$ cat config.mk
export PLATFORM = sky130hd
export DESIGN_NAME = bin_display7_driver
export DESIGN_NICKNAME = d
export VERILOG_FILES = /design/src/rtl/bin_display7_driver.sv
export SDC_FILE = /design/constraint.sdc
export NUM_CORES = 1
export LEC_CHECK = 0
export BUFFER_PORTS_ARGS = -buffer_cell sky130_fd_sc_hd__buf_2
export CAP_MARGIN = 20
export CORE_ASPECT_RATIO = 1.5
export CORE_MARGIN = 3
export CORE_UTILIZATION = 40
export CTS_BUF_LIST = sky130_fd_sc_hd__clkbuf_4
export CTS_CLUSTER_DIAMETER = 120
export DETAILED_ROUTE_END_ITERATION = 10
export PLACE_DENSITY = 0.68
export SYNTH_ARGS = -nofsm -noshare
export SYNTH_HDL_FRONTEND = slang
export SYNTH_SLANG_ARGS = --single-unit
$ cat constraint.sdc
create_clock -name clock -period 3 [get_ports clock]
set_clock_uncertainty 0.15 [all_clocks]
set_input_delay 0.15 -clock clock [delete_from_list [all_inputs] [get_ports clock]]
set_output_delay 0.15 -clock clock [all_outputs]
set_load 0.01 [all_outputs]
$ cat src/rtl/bin_display7_driver.sv
// Binary-to-7-segment display driver with a sequential double-dabble engine.
// Converts a signed or unsigned value to decimal one bit per cycle. The
// displays, overflow flag and sign update together once per conversion.
module bin_display7_driver #(
    parameter int DATA_WIDTH = 16,
    parameter int NUM_DIGITS = 5,
    parameter int SIGNED     = 1,
    parameter int LZ_BLANK   = 1
) (
    input  logic                    clock,
    input  logic                    reset,
    input  logic                    start,
    input  logic [DATA_WIDTH-1:0]   value,
    output logic [7*NUM_DIGITS-1:0] digits,
    output logic [6:0]              sign_seg,
    output logic                    busy,
    output logic                    done,
    output logic                    overflow
);

    // Enough BCD digits for any DATA_WIDTH-bit magnitude. The register is
    // widened to NUM_DIGITS when more displays exist than the value can fill,
    // so every display has a digit to read (the extra digits stay zero).
    localparam int BCD_INT = DATA_WIDTH / 3 + 1;
    localparam int BCD_N   = (BCD_INT > NUM_DIGITS) ? BCD_INT : NUM_DIGITS;
    localparam int BCD_W   = 4 * BCD_N;
    localparam int CNT_W   = (DATA_WIDTH > 1) ? $clog2(DATA_WIDTH) : 1;

    localparam logic [6:0] SEG_MINUS = 7'b0111111;
    localparam logic [6:0] SEG_E     = 7'b0000110;
    localparam logic [6:0] SEG_BLANK = 7'b1111111;

    typedef enum logic [1:0] {
        S_IDLE    = 2'd0,
        S_CONVERT = 2'd1,
        S_UPDATE  = 2'd2
    } state_t;

    state_t state_q, state_d;

    logic [DATA_WIDTH-1:0]   bin_q, bin_d;
    logic [BCD_W-1:0]        bcd_q, bcd_d;
    logic                    neg_q, neg_d;
    logic [CNT_W-1:0]        cnt_q, cnt_d;
    logic [7*NUM_DIGITS-1:0] digits_q, digits_d;
    logic [6:0]              sign_seg_q, sign_seg_d;
    logic                    busy_q, busy_d;
    logic                    done_q, done_d;
    logic                    overflow_q, overflow_d;

    logic [BCD_W-1:0]        adj;
    logic [7*NUM_DIGITS-1:0] disp_digits;
    logic [6:0]              disp_sign;
    logic                    disp_ovf;
    logic                    seen;

    // Active-low g..a pattern for one decimal digit.
    function automatic logic [6:0] seg7(input logic [3:0] d);
        case (d)
            4'd0:    seg7 = 7'b1000000;
            4'd1:    seg7 = 7'b1111001;
            4'd2:    seg7 = 7'b0100100;
            4'd3:    seg7 = 7'b0110000;
            4'd4:    seg7 = 7'b0011001;
            4'd5:    seg7 = 7'b0010010;
            4'd6:    seg7 = 7'b0000010;
            4'd7:    seg7 = 7'b1111000;
            4'd8:    seg7 = 7'b0000000;
            4'd9:    seg7 = 7'b0010000;
            default: seg7 = SEG_BLANK;
        endcase
    endfunction

    // State register.
    always_ff @(posedge clock or posedge reset) begin
        if (reset) state_q <= S_IDLE;
        else       state_q <= state_d;
    end

    // Next-state: IDLE -> CONVERT for DATA_WIDTH cycles -> UPDATE -> IDLE.
    always_comb begin
        state_d = state_q;
        case (state_q)
            S_IDLE:    if (start) state_d = S_CONVERT;
            S_CONVERT: if (cnt_q == CNT_W'(DATA_WIDTH - 1)) state_d = S_UPDATE;
            S_UPDATE:  state_d = S_IDLE;
            default:   state_d = S_IDLE;
        endcase
    end

    // Display image built from the finished BCD register: overflow detect,
    // leading-zero blanking and sign selection.
    always_comb begin
        disp_ovf    = 1'b0;
        seen        = 1'b0;
        disp_digits = '1;
        disp_sign   = neg_q ? SEG_MINUS : SEG_BLANK;
        for (int k = NUM_DIGITS; k < BCD_N; k++) begin
            if (bcd_q[4*k +: 4] != 4'd0) disp_ovf = 1'b1;
        end
        // Scan from the top; digit0 always counts as significant so zero shows "0".
        for (int k = NUM_DIGITS - 1; k >= 0; k--) begin
            seen = seen | (bcd_q[4*k +: 4] != 4'd0) | (k == 0);
            disp_digits[7*k +: 7] = ((LZ_BLANK != 0) && !seen) ? SEG_BLANK
                                                                : seg7(bcd_q[4*k +: 4]);
        end
        if (disp_ovf) begin
            disp_digits      = '1;
            disp_digits[6:0] = SEG_E;
            disp_sign        = SEG_BLANK;
        end
    end

    // Datapath next values: capture, shift-add-3 iteration, display load.
    always_comb begin
        bin_d      = bin_q;
        bcd_d      = bcd_q;
        neg_d      = neg_q;
        cnt_d      = cnt_q;
        busy_d     = busy_q;
        done_d     = 1'b0;
        digits_d   = digits_q;
        sign_seg_d = sign_seg_q;
        overflow_d = overflow_q;
        adj        = bcd_q;
        case (state_q)
            S_IDLE: begin
                if (start) begin
                    neg_d  = (SIGNED != 0) && value[DATA_WIDTH-1];
                    // Negation of the sign-extended value in DATA_WIDTH+1 bits;
                    // the top bit of the result is always zero, so the low
                    // DATA_WIDTH bits hold the exact magnitude, most negative included.
                    bin_d  = neg_d ? DATA_WIDTH'(-{1'b1, value}) : value;
                    bcd_d  = '0;
                    cnt_d  = '0;
                    busy_d = 1'b1;
                end
            end
            S_CONVERT: begin
                for (int i = 0; i < BCD_N; i++) begin
                    if (adj[4*i +: 4] >= 4'd5) adj[4*i +: 4] = adj[4*i +: 4] + 4'd3;
                end
                {bcd_d, bin_d} = {adj, bin_q} << 1;
                cnt_d = cnt_q + 1'b1;
            end
            S_UPDATE: begin
                digits_d   = disp_digits;
                sign_seg_d = disp_sign;
                overflow_d = disp_ovf;
                done_d     = 1'b1;
                busy_d     = 1'b0;
            end
            default: ;
        endcase
    end

    // Datapath and display registers; reset blanks every display.
    always_ff @(posedge clock or posedge reset) begin
        if (reset) begin
            bin_q      <= '0;
            bcd_q      <= '0;
            neg_q      <= 1'b0;
            cnt_q      <= '0;
            digits_q   <= '1;
            sign_seg_q <= SEG_BLANK;
            busy_q     <= 1'b0;
            done_q     <= 1'b0;
            overflow_q <= 1'b0;
        end else begin
            bin_q      <= bin_d;
            bcd_q      <= bcd_d;
            neg_q      <= neg_d;
            cnt_q      <= cnt_d;
            digits_q   <= digits_d;
            sign_seg_q <= sign_seg_d;
            busy_q     <= busy_d;
            done_q     <= done_d;
            overflow_q <= overflow_d;
        end
    end

    // Outputs come straight from registers.
    always_comb begin
        digits   = digits_q;
        sign_seg = sign_seg_q;
        busy     = busy_q;
        done     = done_q;
        overflow = overflow_q;
    end

endmodule

==> impl_summary.md <==
Clock network
Clock tree synthesis selected as its root buffer the cell sky130_fd_sc_hd__clkbuf_4. CTS built an H-tree with a depth of 3. The quantity of gates resized following cts is 0. The tree built by TritonCTS fans out to 86 sinks. TritonCTS built the clock tree. Clock latency on the worst-skew pair, taken at its later pin, is 450 ps. The clock input transition at the sequential cells of the worst setup and hold paths is 130 ps. No sink is reached through more buffers than the 2 on the longest clock path. TritonCTS created 9 clock buffers.

Timing
The number of slew-limit violations in the final report is 0. Setup repair after global routing left no endpoint under its margin. The post-route setup TNS is 0 ps. The slew at the pin closest to its max-slew limit is 594 ps. The maximum clock frequency is 0.405 GHz.

The final hold violation count is 0. Setup violations remaining at the end of the flow were counted as 0. The fraction of the cycle the final worst path needs is 82.4%. The worst slew margin relative to its limit is 60.0%. The clock period could shrink to 2470 ps.

Power and ir drop
Sequential cells account for 41.2% of the total power. The cell area power density is 868 mW/mm2. The leakage power total is 0.00248 uW.

The analysis attributes to net switching a power of 2160 uW. Net switching is 44.0% of the power. Cell internal power was estimated by the tool at 2740 uW. Overall power consumption after layout is estimated at 4900 uW.

IR analysis of the VDD net gives a maximum drop of 0.293 mV. The combinational power share is 47.0%. The clock group share of total power is 11.8%.

Global route
For this run, global-route usage on met1 was measured as 19.7%. Entering global routing, the biggest net connects 71 pins. The initial antenna violation count is 1.

The sum of overflow across all layers after global routing is 0. The busiest layer in global routing is met2. The number of global-route vias before repair is 4,166.

The first-pass GRT wire length is 19.1 mm. Global routing consumed, on the met2 layer, 31.5% of the routing resources. The met3 global-route usage is 3.71%. Global routing used 17.5% of the available tracks.

Synth
The share of synthesized flip-flops with an asynchronous set or reset is 100%. The dominant synthesized flop cell is sky130_fd_sc_hd__dfrtp_1. Summing every instance area after synthesis gives 0.00491 mm2.

The average cell area after synthesis is 9.23 um2. The number of enable-type register cells in the synthesized netlist is 0. Synthesis produced a netlist whose cell count is 532. Sequential elements use 44.7% of the synthesized area. The post-synthesis register bit count is 86. The unique cell type count in the Yosys netlist is 48.

For this run, the number of Yosys warnings is 0.

Floorplan
The core footprint is 0.0120 mm2. Once the floorplan was initialized, standard cells occupied 40.9% of the core. The number of rows created at floorplan is 49. The overall die width is 96.5 um.

64 I/O pins were placed. The die covers 0.0137 mm2. The floorplan step set the die height to 142 um.

Routing
Summed over all layers, the routed wires come to 10.9 mm. The ratio of routed vias to standard cells is 5.33. In the routed design, unresolved DRC markers number 0. The number of search-and-repair iterations in the first detailed-routing pass is 5. The via total after detailed routing is 4,036. The count of nets left with antenna violations once routing finished came out at 0. After the first detailed-routing iteration, the DRC count stood at 179. In the final routed layout, each cell accounts on average for 14.4 um.

Critical path
STA classifies the critical path startpoint as an input pin. The kind of end point of the critical path is a flip-flop. The number of cells on the worst reg-to-reg path is 7.

The category of the critical setup timing path is in2reg. The data arrival time of the worst path is 2680 ps. In this run the worst path has a maximum fanout of 4. At the worst endpoint, the required time is 3210 ps.

Run
Max-cap violations in this run came to 0.

Status
The run finished with clean final reports.

Cells and area
The final layout contains 651 nets. Of the cells placed in the final design, the portion with a size suffix greater than 1 is 20.4%. The number of filler instances in the final layout is 1,206. Relative to the synthesized area, the layout overhead comes to 15.0%.

Worst hold path
The worst hold path belongs to the class in2async.

Place
The half-perimeter wire length of the detailed placement result is 7.86 mm. During placement, the flow inserted port buffers numbering 57. The final RePlAce weighted congestion is 0.838.
-- synth_stat cells (all sizes together) (2+ instances only) --
library cell,instances,area (um2)
a21o,3,22.5
a21oi,48,240
a22o,2,17.5
a22oi,11,82.6
a31oi,3,18.8
a41oi,2,25.0
and2,3,18.8
and3,4,25.0
buf,8,52.6
clkbuf,28,105
dfrtp,50,1250
dfstp,36,946
ha,34,425
inv,25,93.8
mux2i,6,60.1
nand2,44,165
nand2b,9,56.3
nand3,24,120
nand3b,5,37.5
nor2,44,165
nor2b,4,25.0
nor3,9,45.0
nor3b,4,30.0
o211ai,2,15.0
o21ai,60,300
o21ba,2,20.0
o21bai,4,30.0
o22a,15,131
o31ai,5,37.5
o32a,5,50.1
o41ai,2,36.3
xnor2,7,61.3
xor2,13,114
-- critical path, stage by stage --
cell                            delay (ps)
sky130_fd_sc_hd__dlygate4sd3_1         540
sky130_fd_sc_hd__buf_2                 150
sky130_fd_sc_hd__or4_4                 520
sky130_fd_sc_hd__or2_4                 270
sky130_fd_sc_hd__o41ai_4               290
sky130_fd_sc_hd__xor2_1                160
sky130_fd_sc_hd__dlygate4sd3_1         550
sky130_fd_sc_hd__o21ai_1                50
-- routing by layer --
metal / wire length (um) / part of all wire [%]
met4: 261 / 2.4
met1: 4250 / 39
met2: 5980 / 55
met3: 441 / 4.0
met5: 0 / 0
-- metrics by stage --
stage | worst slack [ps] | hold slack [ps] | util (%) | cells | area [um2]
floorplan | 538 | 154 | - | 537 | 4930
global placement | 613 | -33.2 | 44.3 | 719 | 5320
detailed placement | 520 | -24.6 | 44.3 | 719 | 5320
CTS | 487 | 32.9 | 47.0 | 756 | 5650
global route | 263 | 40.9 | 47.0 | 757 | 5650
finish | 528 | 21.8 | 47.0 | 757 | 5650
-- sequential cells by signal, summed over array words and instances (netlist names) --
register / cells
bcd_q: 24
digits: 35
overflow: 1
bin_q: 16
neg_q: 1
done: 1
state_q: 2
busy: 1
sign_seg: 1
cnt_q: 4
-- cell families (layout without fill, tap and decap cells) --
logic type,count (synthesis),count (layout),share of synthesized area (%)
compound gates,169,169,21.8
simple gates,154,154,14.7
flops,86,86,44.7
buf+inv,62,128,5.20
fa+ha+maj,34,34,8.66
xor+xnor,20,20,3.57
mux,6,6,1.22
other cells,1,7,0.0763
-- cells in the final DEF, fill, tap and decap left out, types with 15 or more instances in the layout --
master,count
sky130_fd_sc_hd__a21oi_1,48
sky130_fd_sc_hd__buf_2,57
sky130_fd_sc_hd__dfrtp_1,50
sky130_fd_sc_hd__dfstp_2,36
sky130_fd_sc_hd__dlygate4sd3_1,21
sky130_fd_sc_hd__ha_1,34
sky130_fd_sc_hd__inv_1,24
sky130_fd_sc_hd__nand2_1,44
sky130_fd_sc_hd__nand3_1,24
sky130_fd_sc_hd__nor2_1,44
sky130_fd_sc_hd__o21ai_0,59
sky130_fd_sc_hd__o22a_1,15
-- power groups by stage --
stage	sequential, uW	clock, uW	combinational [uW]
final	2020	580	2300
after global placement	2020	0	2210
after CTS	2010	598	2330
after floorplan	1830	0	1910
after detailed placement	2030	0	2290
after global routing	2090	647	2680
-- timing repair --
item	in CTS	in global routing
endpoints found under the setup margin	0	0
hold buffers	21	0
endpoints found under the hold margin	82	0
setup buffers	0	0
-- path summary, 6_finish.rpt --
| kind | start | to | slack [ps] |
|---|---|---|---|
| worst min-delay path | reset | done | 20 |
| max in group asynchronous | reset | digits[6] | 1960 |
| min in group clock | neg_q | sign_seg[6] | 270 |
| worst max register to register | bcd_q[20] | digits[13] | 540 |
| worst min register to register | neg_q | sign_seg[6] | 270 |
| worst max-delay path | value[8] | bin_q[14] | 530 |
-- cell type report --
class	instances	area, um2	area share, %
timing repair buffer	86	568	10.1
sequential	86	2200	38.9
clock buffer	13	97.6	1.73
tap	153	191	3.39
antenna	1	2.50	0.0443
clock inverter	3	13.8	0.244
multi-input combinational	389	2480	43.9
inverter	26	98.8	1.75
No activity file was read; power rests on OpenSTA's default activity.
